--- config.mk ---
export PLATFORM = sky130hd
export DESIGN_NAME = instruction_fetch
export DESIGN_NICKNAME = d
export VERILOG_FILES = /design/src/rtl/riscv_pkg.sv /design/src/rtl/fetch_buffer.sv /design/src/rtl/instruction_fetch.sv
export SDC_FILE = /design/constraint.sdc
export NUM_CORES = 1
export LEC_CHECK = 0
export CAP_MARGIN = 20
export CORE_ASPECT_RATIO = 1.5
export CORE_MARGIN = 10
export CORE_UTILIZATION = 45
export DETAILED_ROUTE_END_ITERATION = 16
export PLACE_DENSITY = 0.77
export SLEW_MARGIN = 25
export SYNTH_ARGS = -nofsm -noshare
export SYNTH_HDL_FRONTEND = slang
export SYNTH_HIERARCHICAL = 1
export SYNTH_SLANG_ARGS = --single-unit
--- constraint.sdc ---
create_clock -name clk -period 19.1 [get_ports clk]
set_input_delay 3.82 -clock clk [delete_from_list [all_inputs] [get_ports clk]]
set_output_delay 3.82 -clock clk [all_outputs]
set_load 0.05 [all_outputs]
--- src/rtl/riscv_pkg.sv ---
// Shared RV32I constants and types for the fetch stage.
package riscv_pkg;

  localparam logic [6:0]  OP_JAL           = 7'b110_1111;
  localparam logic [31:0] INSN_NOP         = 32'h0000_0013;  // addi x0, x0, 0
  localparam logic [31:0] RESET_PC_DEFAULT = 32'h0000_0000;

  // One prefetch entry: the PC the word was fetched from and the word itself.
  typedef struct packed {
    logic [31:0] pc;
    logic [31:0] instr;
  } fetch_entry_t;

  // Sign-extended J-type immediate (jal offset).
  function automatic logic [31:0] imm_j(input logic [31:0] insn);
    return {{12{insn[31]}}, insn[19:12], insn[20], insn[30:21], 1'b0};
  endfunction

endpackage

--- src/rtl/fetch_buffer.sv ---
// Prefetch FIFO holding {pc, instr} entries between the memory response
// channel and the IF output register. Clear has priority over push/pop.
module fetch_buffer
  import riscv_pkg::*;
#(
  parameter  int DEPTH = 2,
  localparam int PTR_W = (DEPTH > 1) ? $clog2(DEPTH) : 1,
  localparam int CNT_W = $clog2(DEPTH) + 1
) (
  input  logic               clk,
  input  logic               rst_n,
  input  logic               push,
  input  fetch_entry_t       push_data,
  input  logic               pop,
  input  logic               clear,
  output fetch_entry_t       head,
  output logic [CNT_W-1:0]   count,
  output logic               empty
);

  fetch_entry_t     r_mem [DEPTH];
  logic [PTR_W-1:0] r_wr_ptr;
  logic [PTR_W-1:0] r_rd_ptr;
  logic [CNT_W-1:0] r_count;
  logic [PTR_W-1:0] w_wr_next;
  logic [PTR_W-1:0] w_rd_next;

  assign w_wr_next = PTR_W'((int'(r_wr_ptr) + 1) % DEPTH);
  assign w_rd_next = PTR_W'((int'(r_rd_ptr) + 1) % DEPTH);

  // Storage write; only the pointers and count define which entries are live.
  // NOTE: the data array has no reset -- stale contents are never read because
  // the count gates every pop, and leaving it unreset lets it map to plain RAM.
  always_ff @(posedge clk) begin
    if (push && !clear) r_mem[r_wr_ptr] <= push_data;
  end

  // Pointer and occupancy bookkeeping.
  // NOTE: sequential state uses non-blocking assignments so every flop samples
  // pre-edge values regardless of statement order.
  always_ff @(posedge clk or negedge rst_n) begin
    if (!rst_n) begin
      r_wr_ptr <= '0;
      r_rd_ptr <= '0;
      r_count  <= '0;
    end else if (clear) begin
      r_wr_ptr <= '0;
      r_rd_ptr <= '0;
      r_count  <= '0;
    end else begin
      if (push) r_wr_ptr <= w_wr_next;
      if (pop)  r_rd_ptr <= w_rd_next;
      r_count <= r_count + CNT_W'(push) - CNT_W'(pop);
    end
  end

  assign head  = r_mem[r_rd_ptr];
  assign count = r_count;
  assign empty = (r_count == '0);

endmodule

--- src/rtl/instruction_fetch.sv ---
// IF stage of the 5-stage RV32I pipeline: sequential fetch with a credit-limited
// request channel, in-order variable-latency responses, a small prefetch FIFO
// and one instruction per cycle to ID. Flush from EX redirects and discards
// stale responses still in flight.
// Optional build macro RV_FETCH_JAL_PREDICT_EN: when a jal reaches the output
// register, IF redirects itself to the jal target the following cycle and
// flags that instruction with pred_taken_out.
module instruction_fetch
  import riscv_pkg::*;
#(
  parameter logic [31:0] RESET_PC   = RESET_PC_DEFAULT,
  parameter int          FIFO_DEPTH = 2
) (
  input  logic        clk,
  input  logic        rst_n,
  input  logic        stall,
  input  logic        flush,
  input  logic [31:0] redirect_pc,
  output logic        imem_req_valid,
  input  logic        imem_req_ready,
  output logic [31:0] imem_req_addr,
  input  logic        imem_rsp_valid,
  input  logic [31:0] imem_rsp_data,
  output logic [31:0] pc_out,
  output logic [31:0] instruction_out,
`ifdef RV_FETCH_JAL_PREDICT_EN
  output logic        pred_taken_out,
`endif
  output logic        valid_out
);

  localparam int CNT_W = $clog2(FIFO_DEPTH) + 1;

  logic [31:0]      r_fetch_pc;
  logic [31:0]      r_rsp_pc;
  logic [CNT_W-1:0] r_outstanding;
  logic [CNT_W-1:0] r_discard;
  logic [31:0]      r_pc_out;
  logic [31:0]      r_instr_out;
  logic             r_valid_out;

  logic             w_int_redirect;
  logic             w_redirect;
  logic [31:0]      w_redirect_pc;
  logic [CNT_W:0]   w_credit_used;
  logic             w_hs;
  logic             w_rsp_drop;
  logic             w_rsp_accept;
  logic             w_out_load;
  logic             w_pop;
  logic             w_bypass;
  logic             w_push;
  fetch_entry_t     w_rsp_entry;
  fetch_entry_t     w_load_entry;
  fetch_entry_t     w_fifo_head;
  logic [CNT_W-1:0] w_fifo_count;
  logic             w_fifo_empty;

`ifdef RV_FETCH_JAL_PREDICT_EN
  logic        r_jal_pending;
  logic        r_pred_taken;
  logic        w_load_is_jal;
  logic [31:0] w_jal_target;

  // The jal still sits in the output register during the redirect cycle.
  assign w_jal_target   = (r_pc_out + imm_j(r_instr_out)) & ~32'd3;
  assign w_int_redirect = r_jal_pending;
  assign w_redirect_pc  = flush ? (redirect_pc & ~32'd3) : w_jal_target;
  assign w_load_is_jal  = (w_load_entry.instr[6:0] == OP_JAL);
`else
  assign w_int_redirect = 1'b0;
  assign w_redirect_pc  = redirect_pc & ~32'd3;
`endif

  assign w_redirect = flush | w_int_redirect;

  // Credits: requests in flight plus words already buffered may not exceed
  // the FIFO depth, so a stalled ID can never cause a response to be lost.
  assign w_credit_used  = {1'b0, r_outstanding} + {1'b0, w_fifo_count};
  assign imem_req_valid = rst_n && !w_redirect
                       && (w_credit_used < (CNT_W + 1)'(FIFO_DEPTH));
  assign imem_req_addr  = r_fetch_pc;
  assign w_hs           = imem_req_valid && imem_req_ready;

  // Responses for requests issued before a redirect are dropped by count.
  assign w_rsp_drop   = imem_rsp_valid && (r_discard != '0);
  assign w_rsp_accept = imem_rsp_valid && (r_discard == '0) && !w_redirect;
  assign w_rsp_entry  = {r_rsp_pc, imem_rsp_data};

  // The output register takes a new value only when ID accepts and no
  // redirect is in progress; the FIFO head is older than a bypassed response.
  assign w_out_load = !flush && !stall && !w_int_redirect;
  assign w_pop      = w_out_load && !w_fifo_empty;
  assign w_bypass   = w_out_load && w_fifo_empty && w_rsp_accept;
  assign w_push     = w_rsp_accept && !w_bypass;

  // Select what the output register loads: FIFO head or the live response.
  // NOTE: assigning a default before any condition keeps this purely
  // combinational; a path that leaves it unassigned would infer a latch.
  always_comb begin
    w_load_entry = w_rsp_entry;
    if (w_pop) w_load_entry = w_fifo_head;
  end

  fetch_buffer #(
    .DEPTH (FIFO_DEPTH)
  ) u_fetch_buffer (
    .clk       (clk),
    .rst_n     (rst_n),
    .push      (w_push),
    .push_data (w_rsp_entry),
    .pop       (w_pop),
    .clear     (w_redirect),
    .head      (w_fifo_head),
    .count     (w_fifo_count),
    .empty     (w_fifo_empty)
  );

  // Fetch and response PCs: advance per handshake / accepted word, or jump.
  always_ff @(posedge clk or negedge rst_n) begin
    if (!rst_n) begin
      r_fetch_pc <= RESET_PC;
      r_rsp_pc   <= RESET_PC;
    end else if (w_redirect) begin
      r_fetch_pc <= w_redirect_pc;
      r_rsp_pc   <= w_redirect_pc;
    end else begin
      if (w_hs)         r_fetch_pc <= r_fetch_pc + 32'd4;
      if (w_rsp_accept) r_rsp_pc   <= r_rsp_pc + 32'd4;
    end
  end

  // In-flight request count and number of stale responses still to drop.
  always_ff @(posedge clk or negedge rst_n) begin
    if (!rst_n) begin
      r_outstanding <= '0;
      r_discard     <= '0;
    end else begin
      r_outstanding <= r_outstanding + CNT_W'(w_hs) - CNT_W'(imem_rsp_valid);
      if (w_redirect)      r_discard <= r_outstanding - CNT_W'(imem_rsp_valid);
      else if (w_rsp_drop) r_discard <= r_discard - CNT_W'(1);
    end
  end

  // Output register toward ID: flush clears, stall holds, else load or bubble.
  always_ff @(posedge clk or negedge rst_n) begin
    if (!rst_n) begin
      r_pc_out    <= '0;
      r_instr_out <= INSN_NOP;
      r_valid_out <= 1'b0;
    end else if (flush) begin
      r_instr_out <= INSN_NOP;
      r_valid_out <= 1'b0;
    end else if (!stall) begin
      if (w_pop || w_bypass) begin
        r_pc_out    <= w_load_entry.pc;
        r_instr_out <= w_load_entry.instr;
        r_valid_out <= 1'b1;
      end else begin
        r_instr_out <= INSN_NOP;
        r_valid_out <= 1'b0;
      end
    end
  end

`ifdef RV_FETCH_JAL_PREDICT_EN
  // Mark a loaded jal as predicted-taken and arm the next-cycle redirect.
  always_ff @(posedge clk or negedge rst_n) begin
    if (!rst_n) begin
      r_jal_pending <= 1'b0;
      r_pred_taken  <= 1'b0;
    end else begin
      r_jal_pending <= (w_pop || w_bypass) && w_load_is_jal;
      if (flush)       r_pred_taken <= 1'b0;
      else if (!stall) r_pred_taken <= (w_pop || w_bypass) && w_load_is_jal;
    end
  end

  assign pred_taken_out = r_pred_taken;
`endif

  assign pc_out          = r_pc_out;
  assign instruction_out = r_instr_out;
  assign valid_out       = r_valid_out;

endmodule
=== Word level (Yosys, flattened, before mapping) ===
Memory sizes are Yosys's and may differ from the RTL's.
Index checks and enable logic that the tools add are counted.

* Memories: 1
* Word-level logic and storage cells: 72
* Memory bits (read-only): 0
* Output and inout port bits: 98
* Bits in latches: 0
* Register bits: 137
* Bits in writable memories: 128
* Input bits: 70

* Shifts and indexed selects: 0
* Order comparisons: 1
* Bitwise operators: 2
* Add/sub/neg operators: 11
* Reductions and logical operators: 26
* Div/mod/pow operators: 0
* Multiplexer cells: 20
* Multipliers: 0
* Eq/ne operators: 1

{| class="wikitable"
|+ Memory list
! memory !! words !! bits a word !! rd ports !! clocked after memory_dff !! wr ports !! RTL line !! source
|-
| u_fetch_buffer.r_mem || 2 || 64 || 1 || 0 || 1 || fetch_buffer.sv:21 || <nowiki>fetch_entry_t r_mem [DEPTH];</nowiki>
|}

{| class="wikitable"
|+ Operators by type and width
! cell !! count
|-
| $mux W32 || 7
|-
| $add A32 B3 Y32 const B || 2
|-
| $mux W64 || 1
|-
| $logic_and A1 B1 Y1 || 12
|-
| $reduce_bool A2 Y1 || 6
|-
| $mux W1 || 9
|-
| $mux W2 || 3
|-
| $sub A2 B1 Y2 || 3
|-
| $add A2 B1 Y2 || 2
|-
| $logic_not A1 Y1 || 4
|-
| $logic_not A2 Y1 || 2
|-
| $add A2 B2 Y3 || 1
|-
| $lt A3 B2 Y1 const B || 1
|-
| $reduce_and A3 Y1 || 1
|-
| $add A1 B1 Y1 const B || 2
|-
| $ne A2 B1 Y1 const B || 1
|-
| $not A1 Y1 || 2
|-
| $sub A2 B1 Y2 const B || 1
|-
| $logic_or A1 B1 Y1 || 1
|}

=== Logic depth before layout (Yosys ltp) ===
* Depth in word-level cells: 9
* Gate-level depth with buffers: 12
* Gate-level depth less buffers: 10

=== Cells and area by module ===
The synthesis kept the hierarchy.

{| class="wikitable"
|+ By module, submodules not included
! module !! cells each !! area each (um^2) !! times used
|-
| instruction_fetch || 686 || 6528.8 || 1
|-
| fetch_buffer || 217 || 5034.8 || 1
|}

=== Least setup slack after synthesis ===
Ideal clock, no wire load.

* Path type: input to register
* From: input port flush
* To: memory u_fetch_buffer/r_mem[0][0] (netlist name), enable pin
* Data arrival time: 9.266 ns
* Stages: 4
* Required time: 18.521 ns
* Setup time: 0.579 ns
* Slack: 9.255 ns
* Cell sequence: buf_2 clkbuf_1 nor3_1 nor3b_1

* Word-level cells in the longest chain between the ends: 9
* Elaborated cells between the ends (all ways): 10
* Classes of those cells: mux: 2; reduce/logical: 8

{| class="wikitable"
|+ RTL lines
! item !! RTL line !! source
|-
| from (decl) || instruction_fetch.sv:17 || <nowiki>input logic flush,</nowiki>
|-
| $logic_not A1 Y1 (*) || instruction_fetch.sv:87, instruction_fetch.sv:92 ||
|-
| $logic_and A1 B1 Y1 || instruction_fetch.sv:92 || <nowiki>assign w_out_load = !flush && !stall && !w_int_redirect;</nowiki>
|-
| $logic_and A1 B1 Y1 (2 in a row) || instruction_fetch.sv:94 || <nowiki>assign w_bypass = w_out_load && w_fifo_empty && w_rsp_accept;</nowiki>
|-
| $logic_not A1 Y1 || instruction_fetch.sv:95 || <nowiki>assign w_push = w_rsp_accept && !w_bypass;</nowiki>
|-
| $logic_and A1 B1 Y1 (*) || instruction_fetch.sv:95 ||
|-
| net w_push || instruction_fetch.sv:52 || <nowiki>logic w_push;</nowiki>
|-
| $logic_and A1 B1 Y1 (*) || fetch_buffer.sv:35 || <nowiki>if (push && !clear) r_mem[r_wr_ptr] <= push_data;</nowiki>
|-
| $mux W1 (*) || fetch_buffer.sv:35 ||
|-
| $mux W1 (implied by the code) (*) || fetch_buffer.sv:35 ||
|-
| to (decl) || fetch_buffer.sv:21 ||
|}

Mark *: on every way through the listed nets, which the timed path passes. The rest lies on a longest branch.

=== Final worst setup path ===
* From: input port rst_n
* To: output port imem_req_valid

* Word-level cells in the longest chain between the ends: 2

{| class="wikitable"
|+ RTL lines
! item !! RTL line !! source
|-
| from (decl) || instruction_fetch.sv:15 || <nowiki>input logic rst_n,</nowiki>
|-
| $logic_and A1 B1 Y1 || instruction_fetch.sv:80 || <nowiki>assign imem_req_valid = rst_n && !w_redirect</nowiki>
|-
| $logic_and A1 B1 Y1 || instruction_fetch.sv:81 || <nowiki>&& (w_credit_used < (CNT_W + 1)'(FIFO_DEPTH));</nowiki>
|-
| to (decl) || instruction_fetch.sv:19 || <nowiki>output logic imem_req_valid,</nowiki>
|}

Every way passes these cells.

==> reports/qor.csv <==
metric,value,unit
flop-to-flop setup slack,16.00,ns
mux contribution to synthesized area,0.0900,
Clock Latency Late Sink,0.52,ns
I/O Buffers,163,
simple-gate area share of the yosys netlist,0.122,
Hold Crit Class,reg -> reg,
antenna violations before repair,0,
dpl cell area,0.0135,mm^2
P&R area growth vs syn,23.4,%
Worst-path clk slew,0.06,ns
CP Class,in -> out,
CTS H-tree depth,1,
synth unique cells,60,
Mean Syn Cell Area,12.8,um^2
#FFs+latches synth,261,
final worst slack,9.57,ns
antenna-violating nets left,0,
XOR/XNOR share of the synthesized area,0.0322,
post-CTS sizing,0,
# fillers,2069,
cts-stage hold buffer count,0,
DRC violations left,0,
post-synthesis adder-cell area fraction,0.0104,
DRT iter0 DRCs,569,
hold wc startpoint,instruction_out[28],
cells after synthesis,903,
Overflow after GRT,0,
largest family of logic cells by synthesized area,simple AND/OR/NAND/NOR gates,
Lkg Pwr,5.62,nW
via count,7733,
origin of the critical flop-to-flop path,r_discard[0],
Final Hold Viols,0,
worst vdd ir,0.0731,mV
Crit Path Max Fanout,76,
Inserted Diodes,0,
vias per std cell,5.51,
WP data required,15.28,ns
Worst setup startpoint,rst_n,
"Top FF cell, synth",dfrtp_1,
sequential-to-total area share from yosys stat,0.621,
hold depth,2,
post-synthesis compound-gate area fraction,0.0861,
CP arrival,5.71,ns
Layout Skew,0.0152,ns
Register Area,0.00718,mm^2
die area,0.0326,mm^2
Final Cell Area,0.0143,mm^2
die width,151,um
fmax,0.105,GHz
Critical Path Sink Type,primary output,
clk sink count,261,
share of cells above drive strength 1,0.141,
"Slew Viols, Final",0,
RSZ-0062 raised after global routing,false,
Die H,216,um
hpwl dp,18800,um
Root Driver,clkbuf_16,
setup repair bufs after CTS,0,
Placement Setup Slack,9.50,ns
final wirelength,28100,um
Core Area,0.0252,mm^2
status,"finished, final reports clean",
Max clock buf depth,3,
vias in the first global route,8008,
DRT Pass-1 Iters,6,
row count,71,
WL/cell,20.0,um
synth warn,6,
Worst-Margin Slew,1.05,ns
Global Route Usage Sum,0.168,
first-pass GRT wire length,44100,um
Tcrit/Tclk final,0.499,
Max Cap Violations,0,
routability cong.,0.899,
largest net degree at the start of global routing,77,
# nets final,1137,
final core occ,0.566,
PwrDens,117,mW/mm^2
post-route setup TNS,0,ns
async set-reset flop share out of synthesis,0.510,
CTS tree,built,
Multi-input gate area,0.00398,mm^2
Initial Util,0.458,
total CTS buffers,24,
Final min period,9.53,ns
crit path launch type,primary input,
"Setup violations, final",0,
R2R cell count,6,
Crit Reg-Reg Endpoint,u_fetch_buffer/r_mem[1][24],
"Cell Area, Synth",0.0116,mm^2
headroom to the max-slew limit,0.301,
hold endpoint,instruction_out[28],
io pins,168,
Post-synth EDFFs,128,
layout make-up:
class / count / share of cell area
Multi-Input combinational cell: 551 / 0.279
Clock buffer: 38 / 0.0529
Timing Repair Buffer: 174 / 0.120
Sequential cell: 261 / 0.503
Clock inverter: 6 / 0.00430
Inverter: 46 / 0.0121
Tap cell: 328 / 0.0288
cell usage in the layout (no fill, tap or decap), types with 10 or more instances in the layout:
cell               n
a21oi_1           12
a222oi_1          29
a31oi_1           33
and3_1            10
buf_4             10
clkbuf_16         25
clkdlybuf4s50_1  161
dfrtp_1          129
edfxtp_1         128
inv_1             43
mux2_2            24
mux2_4            50
nand2_1          112
nand3_1           34
nand4_1           18
nor2_1            54
o211ai_1          11
o21ai_0           29
xnor2_1           27
xor2_1            13
critical path, cell delays in order:
cell	delay (ns)
buf_6	0.48
nor4b_4	0.39
clkdlybuf4s50_1	0.90
sequential cells by signal (all words and copies together) (netlist names):
register	count
imem_req_addr	30
instruction_out	32
pc_out	32
r_discard	2
r_outstanding	2
r_rsp_pc	30
u_fetch_buffer/count	2
u_fetch_buffer/r_mem	128
u_fetch_buffer/r_rd_ptr	1
u_fetch_buffer/r_wr_ptr	1
valid_out	1
logic make-up (layout without fill, tap and decap cells):
family	count (synthesis)	after routing
AOI/OAI and AO/OA	143	143
xor gates and xnor gates	41	41
adders and majority gates	9	9
buffers and inverters	96	264
DFF	261	261
muxes	76	76
other	1	6
and+or+nand+nor	276	276
power by group:
group | switching (mW) | internal (mW) | leakage, nW
sequential | 0.0540 | 0.659 | 2.79
clock | 0.199 | 0.285 | 0.402
combinational | 0.303 | 0.163 | 2.42
total | 0.557 | 1.11 | 5.62
worst max-delay path by stage:
stage                                      end  slack [ns]  depth (start not counted)
finish                          imem_req_valid        9.57                          3
global route                    imem_req_valid        9.41                          3
CTS                             imem_req_valid        9.51                          3
detailed placement              imem_req_valid        9.50                          3
global placement                imem_req_valid        9.52                          3
floorplan           u_fetch_buffer/r_mem[0][0]        9.26                          4
synth_stat cells, drive strengths merged (2+ instances only):
master,count,area (um^2)
a21oi,12,60.1
nor4,10,124
nand4,20,146
o22ai,3,18.8
and4,6,52.6
xor2,13,114
o311ai,8,70.1
nand2,112,420
dfrtp,130,3250
and3,10,62.6
nor2b,4,25.0
a22o,2,17.5
inv,46,173
mux2i,2,20.0
and2,5,31.3
clkbuf,22,82.6
a21o,3,22.5
o21ai,36,180
buf,28,186
a31oi,33,206
edfxtp,128,3840
or2,2,12.5
nand3,36,205
nor2,54,203
mux2,74,1020
o31ai,2,15.0
dfstp,3,78.8
nor3,8,51.3
o211ai,11,82.6
a222oi,29,290
xnor2,27,236
or3,4,25.0
ha,8,100
per-stage QoR:
| stage | hold WS [ns] | std cells | power [mW] |
|---|---|---|---|
| 2_1_floorplan | 0.437 | 908 | 1.02 |
| 3_3_place_gp | 0.471 | 1360 | 1.18 |
| 3_5_place_dp | 0.477 | 1360 | 1.20 |
| 4_1_cts | 0.492 | 1404 | 1.68 |
| 5_1_grt | 0.512 | 1404 | 1.74 |
| 6_report | 0.488 | 1404 | 1.66 |
per-layer routing:
layer  GRT usage  vias up  part of all wire
li1            -     3618                 -
met1       0.202     3820              0.39
met2       0.293      248              0.52
met3      0.0290       47             0.063
met4      0.0563        0             0.024
met5           0        -                 0
Power figures use the tool's default switching activity.
